**src/rtl/bcd_countdown_pkg.sv**
```systemverilog
// Shared types and helpers for the BCD countdown controller.
package bcd_countdown_pkg;

  localparam int BCD_W = 4;
  localparam logic [BCD_W-1:0] BCD_MAX = 4'd9;

  typedef enum logic [1:0] {
    IDLE  = 2'd0,
    RUN   = 2'd1,
    PAUSE = 2'd2,
    DONE  = 2'd3
  } state_t;

  function automatic logic [BCD_W-1:0] bcd_clamp(input logic [BCD_W-1:0] d);
    return (d > BCD_MAX) ? BCD_MAX : d;
  endfunction

endpackage

```
**src/rtl/bcd_countdown_ctrl_digit.sv**
```systemverilog
// Single mod-10 down-counting digit; borrows to the next digit when wrapping 0 -> 9.
module bcd_digit_down
  import bcd_countdown_pkg::*;
(
  input  logic             clk,
  input  logic             rst,
  input  logic             load,
  input  logic [BCD_W-1:0] load_val,
  input  logic             dec_en,
  input  logic             borrow_in,
  output logic [BCD_W-1:0] digit,
  output logic             borrow_out
);

  logic [BCD_W-1:0] digit_q;

  assign digit      = digit_q;
  assign borrow_out = dec_en && borrow_in && (digit_q == '0);

  always_ff @(posedge clk) begin
    if (rst) begin
      digit_q <= '0;
    end else if (load) begin
      digit_q <= load_val;
    end else if (dec_en && borrow_in) begin
      digit_q <= (digit_q == '0) ? BCD_MAX : digit_q - 4'd1;
    end
  end

endmodule

```
**src/rtl/bcd_countdown_ctrl.sv**
```systemverilog
// Programmable BCD countdown timer: valid/ready preset load, start/stop control, prescaled ticks.
// Build with BCD_COUNTDOWN_AUTO_RELOAD_EN to reload and keep running on each wrap to zero.
module bcd_countdown_ctrl
  import bcd_countdown_pkg::*;
#(
  parameter int DIGITS   = 4,
  parameter int PRESCALE = 1000
) (
  input  logic                    clk,
  input  logic                    rst,
  input  logic                    load_valid,
  output logic                    load_ready,
  input  logic [BCD_W*DIGITS-1:0] load_value,
  input  logic                    start,
  input  logic                    stop,
  output logic [BCD_W*DIGITS-1:0] count_value,
  output logic                    tick,
  output logic                    busy,
  output logic                    done
);

  localparam int CW = BCD_W * DIGITS;
  localparam int PW = (PRESCALE > 1) ? $clog2(PRESCALE) : 1;
  localparam logic [PW-1:0] PRESC_LAST = PW'(PRESCALE - 1);

  state_t          state_q, state_d;
  logic [PW-1:0]   presc_q, presc_d;
  logic [CW-1:0]   reload_q, reload_d;
  logic            tick_q, tick_d;
  logic            busy_q;
  logic            done_q, done_d;

  logic [CW-1:0]   load_clamped;
  logic            cnt_load;
  logic [CW-1:0]   cnt_load_val;
  logic            dec_en;
  logic [DIGITS:0] borrow;
  logic            underflow;
  logic            count_zero;
  logic            count_one;
  logic            run_start;

  assign load_ready = (state_q != RUN);
  assign tick       = tick_q;
  assign busy       = busy_q;
  assign done       = done_q;
  assign count_zero = (count_value == '0);
  assign count_one  = (count_value == CW'(1));
  assign run_start  = start && !stop;

  always_comb begin
    load_clamped = '0;
    for (int i = 0; i < DIGITS; i++) begin
      load_clamped[i*BCD_W +: BCD_W] = bcd_clamp(load_value[i*BCD_W +: BCD_W]);
    end
  end

  always_comb begin
    state_d      = state_q;
    presc_d      = presc_q;
    reload_d     = reload_q;
    tick_d       = 1'b0;
    done_d       = 1'b0;
    dec_en       = 1'b0;
    cnt_load     = 1'b0;
    cnt_load_val = reload_q;

    if (load_valid && load_ready) begin
      cnt_load     = 1'b1;
      cnt_load_val = load_clamped;
      reload_d     = load_clamped;
      presc_d      = '0;
      state_d      = IDLE;
    end else begin
      case (state_q)
        IDLE: begin
          if (run_start) begin
            if (count_zero) begin
              state_d = DONE;
              done_d  = 1'b1;
            end else begin
              state_d = RUN;
            end
          end
        end
        RUN: begin
          // Pausing freezes the prescaler on this edge so resume keeps the phase.
          if (stop) begin
            state_d = PAUSE;
          end else if (presc_q == PRESC_LAST) begin
            presc_d = '0;
            tick_d  = 1'b1;
            dec_en  = 1'b1;
            if (count_one) begin
              done_d = 1'b1;
`ifdef BCD_COUNTDOWN_AUTO_RELOAD_EN
              if (reload_q != '0) begin
                cnt_load = 1'b1;
              end else begin
                state_d = DONE;
              end
`else
              state_d = DONE;
`endif
            end
          end else begin
            presc_d = presc_q + PW'(1);
          end
        end
        PAUSE: begin
          if (run_start) state_d = RUN;
        end
        DONE: begin
          if (run_start) begin
            cnt_load = 1'b1;
            presc_d  = '0;
            if (reload_q == '0) done_d = 1'b1;
            else                state_d = RUN;
          end
        end
        default: state_d = IDLE;
      endcase
    end
  end

  // A borrow out of the top digit would mean decrementing past zero; force zero instead.
  assign borrow[0] = 1'b1;
  assign underflow = borrow[DIGITS];

  for (genvar g = 0; g < DIGITS; g++) begin : g_digit
    bcd_digit_down u_digit (
      .clk        (clk),
      .rst        (rst),
      .load       (cnt_load || underflow),
      .load_val   (underflow ? '0 : cnt_load_val[g*BCD_W +: BCD_W]),
      .dec_en     (dec_en),
      .borrow_in  (borrow[g]),
      .digit      (count_value[g*BCD_W +: BCD_W]),
      .borrow_out (borrow[g+1])
    );
  end

  always_ff @(posedge clk) begin
    if (rst) begin
      state_q  <= IDLE;
      presc_q  <= '0;
      reload_q <= '0;
      tick_q   <= 1'b0;
      busy_q   <= 1'b0;
      done_q   <= 1'b0;
    end else begin
      state_q  <= state_d;
      presc_q  <= presc_d;
      reload_q <= reload_d;
      tick_q   <= tick_d;
      busy_q   <= (state_d == RUN);
      done_q   <= done_d;
    end
  end

endmodule

```
**config.mk**
```make
export PLATFORM = sky130hd
export DESIGN_NAME = bcd_countdown_ctrl
export DESIGN_NICKNAME = d
export VERILOG_FILES = /design/src/rtl/bcd_countdown_pkg.sv /design/src/rtl/bcd_countdown_ctrl_digit.sv /design/src/rtl/bcd_countdown_ctrl.sv
export SDC_FILE = /design/constraint.sdc
export NUM_CORES = 1
export LEC_CHECK = 0
export BUFFER_PORTS_ARGS = -buffer_cell sky130_fd_sc_hd__clkbuf_2
export CAP_MARGIN = 10
export CORE_AREA = 2 2 73 82
export DETAILED_ROUTE_END_ITERATION = 8
export DIE_AREA = 0 0 75 84
export PLACE_DENSITY = 0.78
export SLEW_MARGIN = 20
export SYNTH_ARGS = -nofsm -noshare
export SYNTH_HDL_FRONTEND = slang
export SYNTH_SLANG_ARGS = --single-unit
```
**constraint.sdc**
```tcl
create_clock -name clk -period 2.96 [get_ports clk]
set_clock_uncertainty 0.05 [all_clocks]
set_input_delay 0 -clock clk [delete_from_list [all_inputs] [get_ports clk]]
set_output_delay 0 -clock clk [all_outputs]
set_load 0.005 [all_outputs]
```
==> flow_summary.toml, run 1 <==
[clock_network]
hold_buffers = 5
cts_resized = 0
root_buffer = "clkbuf_8"
cts_max_level = 2
cts_tree = "yes"
clock_latency_ns = 0.31
clock_tree.buffer_depth = 2
numCtsBuffers = 5
cts_setup_buffers = 0
path_clk_slew_ns = 0.10
cts_sinks = 47

[route]
vias = 2571
drc = 0
wire_per_inst_um = 15.7
postRouteAntennaNets = 0
wl_um = 6850
drt_first_pass_iters = 4
viasPerCell = 5.90
dr.first_iter.drc_count = 197

[timing]
finalSetupTns_ns = 0
hold_viol = 0
slew_viol_final = 0
fin_crit_sh = 0.821
whs_ns = 0.00186
setup_viol = 0
fin_crit_ns = 2.43
fmax_mhz = 412
rsz0062_at_grt = "false"
tightest_slew_ns = 0.667
relSlewSlack = 0.554
fin_ws_ns = 0.531

[synthesis]
synth_top_area_frac = 0.351
yosys.area.top_type = "dfxtp_1"
synth-seq-area-share = 0.351
synth_cell_types = 61
synthFlopType = "dfxtp_1"
yosys-top-cells-area = "dfxtp_1 (35%), nor2_1 (6.6%), a21oi_1 (4.7%)"
syn-num-nets = 343
synth_seq_cells = 47
netlist_area_um2 = 2680
async_flop_share = 0
syn_area_per_cell_um2 = 8.47
synth_warnings = 0
synth_edf_count = 0
syn_inst = 316

[critical_path]
crit_path_end = "g_digit[3].u_digit.digit[3]$_SDFFE_PP0P_"
worst_path_max_delay_cell = "or3_2"
crit_required_ns = 3.07
critPathKind = "flop to flop"
r2r_slack_ns = 0.53
rr_startpoint = "state_q[1]$_SDFF_PP0_"
reg2regPathDepth = 7
cp.arrival_ns = 2.54
cp_max_fo = 8
worstSetupEndpointType = "flop"
crit_path_start = "state_q[1]$_SDFF_PP0_"
crit_chain = "inv_1 -> ha_1 -> nor4b_4 -> nand4_4 -> or3_2 -> a32oi_1 -> o22ai_1"
r2r-end = "g_digit[3].u_digit.digit[3]$_SDFFE_PP0P_"
cp-start-kind = "flop"
slowest_delay_ns = 0.56

[final_layout]
drive_above_1_share = 0.195
mostFrequentLayoutCells = "nor2_1 (47), dfxtp_1 (47), clkbuf_2 (40)"
n_antenna_cell = 0
fill_cells = 529
nNetsFinal = 385
area_growth_pct = 14.4
design_area_um2 = 3060

[pwr]
power_leakage_uw = 0.00118
power.switching_uw = 411
power_uw = 1350
p_int_uw = 935
p_clk_frac = 0.312
switching_share = 0.306
combPwrFrac = 0.173
pwr_density_cell_nw_per_um2 = 439
power_frac_seq = 0.516
peakVddDrop_uv = 296

[floorplan]
rows = 29
die_y_um = 84
dieArea_um2 = 6300
fp.coreArea_um2 = 5550
die_w_um = 75
ios = 41
start_util = 0.482

[placed_design]
place_area_um2 = 2910
post-place-ws_ns = 0.444
place.gp.congestion = 0.844
port_buffers = 40
dp.final_hpwl_um = 5010

[min_path]
hold_class = "input pin to flop"

[run_status]
outcome = "finished, final reports clean"

[run]
max-cap-violations = 0

[global_routing]
grt_start_max_net_pins = 30
grt_pass1_vias = 2426
antenna_found_initial = 0
grt_pass1_wl_um = 11300
grt_overflow = 0
grt_usage = 0.230
[sequential cells by signal, indices dropped and copies added, names as in the netlist]
register and flops:
busy 1, g_digit.u_digit.digit 16, tick 1, presc_q 10
state_q 2, reload_q 16, done 1
[worst min-delay path by stage]
stage                                    endpoint      startpoint  slack, ns  depth (start not counted)
final                      reload_q[3]$_SDFF_PP0_   load_value[3]      0.002                          3
after global routing       reload_q[0]$_SDFF_PP0_   load_value[3]     0.0005                          3
after CTS                  reload_q[8]$_SDFF_PP0_   load_value[8]     0.0003                          4
after detailed placement  reload_q[10]$_SDFF_PP0_  load_value[10]       0.29                          3
after global placement    reload_q[10]$_SDFF_PP0_  load_value[10]       0.29                          3
after floorplan            reload_q[3]$_SDFF_PP0_   load_value[3]       0.11                          2
[cell families after synthesis]
logic type | after synthesis | synth area share
simple gates | 147 | 0.324
xor+xnor | 9 | 0.0294
flops | 47 | 0.351
compound gates | 79 | 0.191
mux | 9 | 0.0336
buf+inv | 19 | 0.0421
fa+ha+maj | 6 | 0.0280
[cell usage after synthesis, types with 4 or more instances]
cell type   n
a211oi_1    9
a21oi_1    25
and2_1      4
clkbuf_1    5
dfxtp_1    47
ha_1        6
inv_1       5
mux2i_1     9
nand2_1    18
nand2b_1    6
nand3_1    13
nand4_1     4
nor2_1     47
nor2b_1     5
nor3_1      9
nor4_1      6
nor4bb_1    5
o211ai_1    5
o21a_1      4
o21ai_0    12
xor2_1      6
[layer usage]
| layer | GRT usage | share of wire | vias up |
|---|---|---|---|
| met2 | 0.378 | 0.49 | 78 |
| met3 | 0.0447 | 0.040 | 15 |
| met4 | 0.0812 | 0.022 | 0 |
| met1 | 0.292 | 0.45 | 1232 |
| li1 | - | - | 1246 |
| met5 | 0 | 0 | - |
[critical path, delay by kind of cell, from the launching register on]
family | cells | cell delay (ns)
AO/OA/AOI/OAI | 2 | 0.31
adder cells (fa/ha/maj) | 1 | 0.33
buffers and inverters | 1 | 0.13
flip-flops | 1 | 0.37
AND/OR/NAND/NOR | 3 | 1.09
[layout make-up]
| class | count | area [um2] | area share |
|---|---|---|---|
| Clock buffer | 5 | 68.8 | 0.0225 |
| Multi-Input combinational cell | 250 | 1630 | 0.532 |
| Sequential cell | 47 | 941 | 0.307 |
| Clock inverter | 3 | 27.5 | 0.00898 |
| Timing Repair Buffer | 49 | 280 | 0.0915 |
| Inverter | 5 | 18.8 | 0.00612 |
| Tap cell | 77 | 96.3 | 0.0314 |
[power by group through the flow]
stage	Clock (uW)	Sequential, uW	Combinational, uW
5_1_grt	458	699	257
2_1_floorplan	0	698	166
3_5_place_dp	0	708	224
4_1_cts	426	694	231
6_report	419	695	232
3_3_place_gp	0	707	221
[stage by stage]
step | utilization | instances
2_1_floorplan | - | 316
3_3_place_gp | 0.524 | 423
3_5_place_dp | 0.524 | 423
4_1_cts | 0.551 | 436
5_1_grt | 0.552 | 436
6_report | 0.552 | 436
Note: power is estimated with default switching activity, not from simulation.
==> run 2, diff against run 1 <==
--- a/config.mk
+++ b/config.mk
@@ -10,7 +10,7 @@
 export CORE_AREA = 2 2 73 82
 export DETAILED_ROUTE_END_ITERATION = 8
 export DIE_AREA = 0 0 75 84
-export PLACE_DENSITY = 0.78
+export PLACE_DENSITY = 0.81
 export SLEW_MARGIN = 20
 export SYNTH_ARGS = -nofsm -noshare
 export SYNTH_HDL_FRONTEND = slang
==> constraint.sdc (replaced) <==
create_clock -name clk -period 2.1 [get_ports clk]
set_clock_uncertainty 0.05 [all_clocks]
set_input_delay 0 -clock clk [delete_from_list [all_inputs] [get_ports clk]]
set_output_delay 0 -clock clk [all_outputs]
set_load 0.005 [all_outputs]
==> flow_summary.toml, run 2 (synthesized netlist as in run 1, its figures left out) <==
[pwr]
power_leakage_uw = 0.00131
peakVddDrop_uv = 447
pwr_density_cell_nw_per_um2 = 582

[route]
wire_per_inst_um = 15.3
viasPerCell = 5.76
dr.first_iter.drc_count = 127
drt_first_pass_iters = 4
vias = 2657
wl_um = 7030
drc = 0
postRouteAntennaNets = 0

[min_path]
hold_class = "input pin to flop"
holdPathEnd = "reload_q[3]$_SDFF_PP0_"
min_from = "load_value[3]"
hold_depth = 3

[critical_path]
crit_chain = "inv_1 -> ha_1 -> buf_4 -> nor2b_1 -> buf_4 -> nand3b_1 -> a21oi_2 -> dlygate4sd3_1"
critPathKind = "flop to flop"
r2r_slack_ns = 0.007
r2r-end = "reload_q[10]$_SDFF_PP0_"
cp_max_fo = 9
worst_path_max_delay_cell = "dlygate4sd3_1"
path_delay_family = "buffers and inverters"
crit_buf_inv = 4
cp-start-kind = "flop"
crit_path_frequent_cell = "buf_4"
cp.arrival_ns = 2.29
slowest_delay_ns = 0.60
crit_required_ns = 2.30
worstSetupEndpointType = "flop"
reg2regPathDepth = 8
rr_startpoint = "state_q[1]$_SDFF_PP0_"

[floorplan]
die_w_um = 75
ios = 41
rows = 29
fp.coreArea_um2 = 5550
dieArea_um2 = 6300
start_util = 0.482
die_y_um = 84

[final_layout]
area_growth_pct = 23.0
nNetsFinal = 410
finalNonFillerCells = 461
mostFrequentLayoutCells = "nor2_1 (47), dfxtp_1 (47), clkbuf_2 (40)"
n_antenna_cell = 0
drive_above_1_share = 0.260

[global_routing]
grt_overflow = 0
grt_pass1_wl_um = 11600
grt_pass1_vias = 2589
antenna_found_initial = 0
grt_usage = 0.236
grt_start_max_net_pins = 25

[placed_design]
dp_cells = 445
place.gp.congestion = 0.896
dp.final_hpwl_um = 5380
port_buffers = 40

[run_status]
outcome = "finished, final reports clean"

[timing]
fin_crit_sh = 0.997
fmax_mhz = 478
fin_crit_ns = 2.09
finalSetupTns_ns = 0
rsz0062_at_grt = "true"
slew_viol_final = 0
setup_viol = 0
tightest_slew_ns = 0.469
hold_viol = 0
relSlewSlack = 0.685

[run]
max-cap-violations = 0

[clock_network]
root_buffer = "clkbuf_8"
clock_latency_ns = 0.31
numCtsBuffers = 5
cts_max_level = 2
cts_sinks = 47
path_clk_slew_ns = 0.09
cts_tree = "yes"
clock_tree.buffer_depth = 2
[run 2: cell types whose count changed in the layout (fill, tap and decap cells not counted), moves of 2 or more]
cell | previous run | this run
buf_12 | 0 | 2
o21ai_2 | 0 | 2
buf_4 | 4 | 26
a21oi_2 | 0 | 2
[run 2: power breakdown]
group	switching (uW)	internal, uW
logic	214	177
clock network	328	238
registers	31.7	929
total	574	1340
[run 2: cell type report]
cell class	instances	area, um2
Sequential cell	47	941
Inverter	5	18.8
Clock buffer	5	68.8
Multi-Input combinational cell	250	1650
Fill cell	492	2260
Timing Repair Buffer	74	495
Tap cell	77	96.3
Clock inverter	3	23.8
[run 2: tightest hold or removal path: stages]
cell and delay [ns]:
clkbuf_2 0.13, mux2i_1 0.11, nor2_1 0.09
[run 2: layer usage]
layer | routed length, um | track usage | part of all wire
met1 | 2930 | 0.283 | 0.42
met2 | 3600 | 0.404 | 0.51
met3 | 307 | 0.0459 | 0.044
met4 | 197 | 0.0925 | 0.028
met5 | 0 | 0 | 0
[run 2: worst max-delay path by stage]
stage,start,end,slack [ns],depth (start not counted)
5_1_grt,state_q[1]$_SDFF_PP0_,reload_q[10]$_SDFF_PP0_,-0.08,8
6_report,state_q[1]$_SDFF_PP0_,reload_q[10]$_SDFF_PP0_,0.007,8
3_5_place_dp,state_q[1]$_SDFF_PP0_,g_digit[0].u_digit.digit[1]$_SDFFE_PP0P_,0.11,8
4_1_cts,state_q[1]$_SDFF_PP0_,reload_q[10]$_SDFF_PP0_,0.03,8
3_3_place_gp,state_q[1]$_SDFF_PP0_,g_digit[0].u_digit.digit[1]$_SDFFE_PP0P_,0.20,8
2_1_floorplan,state_q[1]$_SDFF_PP0_,g_digit[3].u_digit.digit[3]$_SDFFE_PP0P_,0.05,7
[run 2: repair_timing]
action	in CTS	in global routing
endpoints found under the hold margin	4	0
setup endpoints to repair	0	7
gates resized for setup	0	7
hold buffers	6	0
setup buffers	0	2
[run 2: through the flow]
| stage | area (um2) | setup slack (ns) | utilization | power (uW) | hold slack, ns |
|---|---|---|---|---|---|
| after floorplan | 2680 | 0.0533 | - | 1220 | 0.114 |
| after detailed placement | 3100 | 0.114 | 0.558 | 1360 | 0.277 |
| after global placement | 3100 | 0.196 | 0.558 | 1350 | 0.275 |
| after CTS | 3250 | 0.0251 | 0.586 | 1930 | 0.00285 |
| after global routing | 3290 | -0.0814 | 0.593 | 2000 | 0.0212 |
| final | 3290 | 0.00704 | 0.593 | 1920 | 0.00704 |
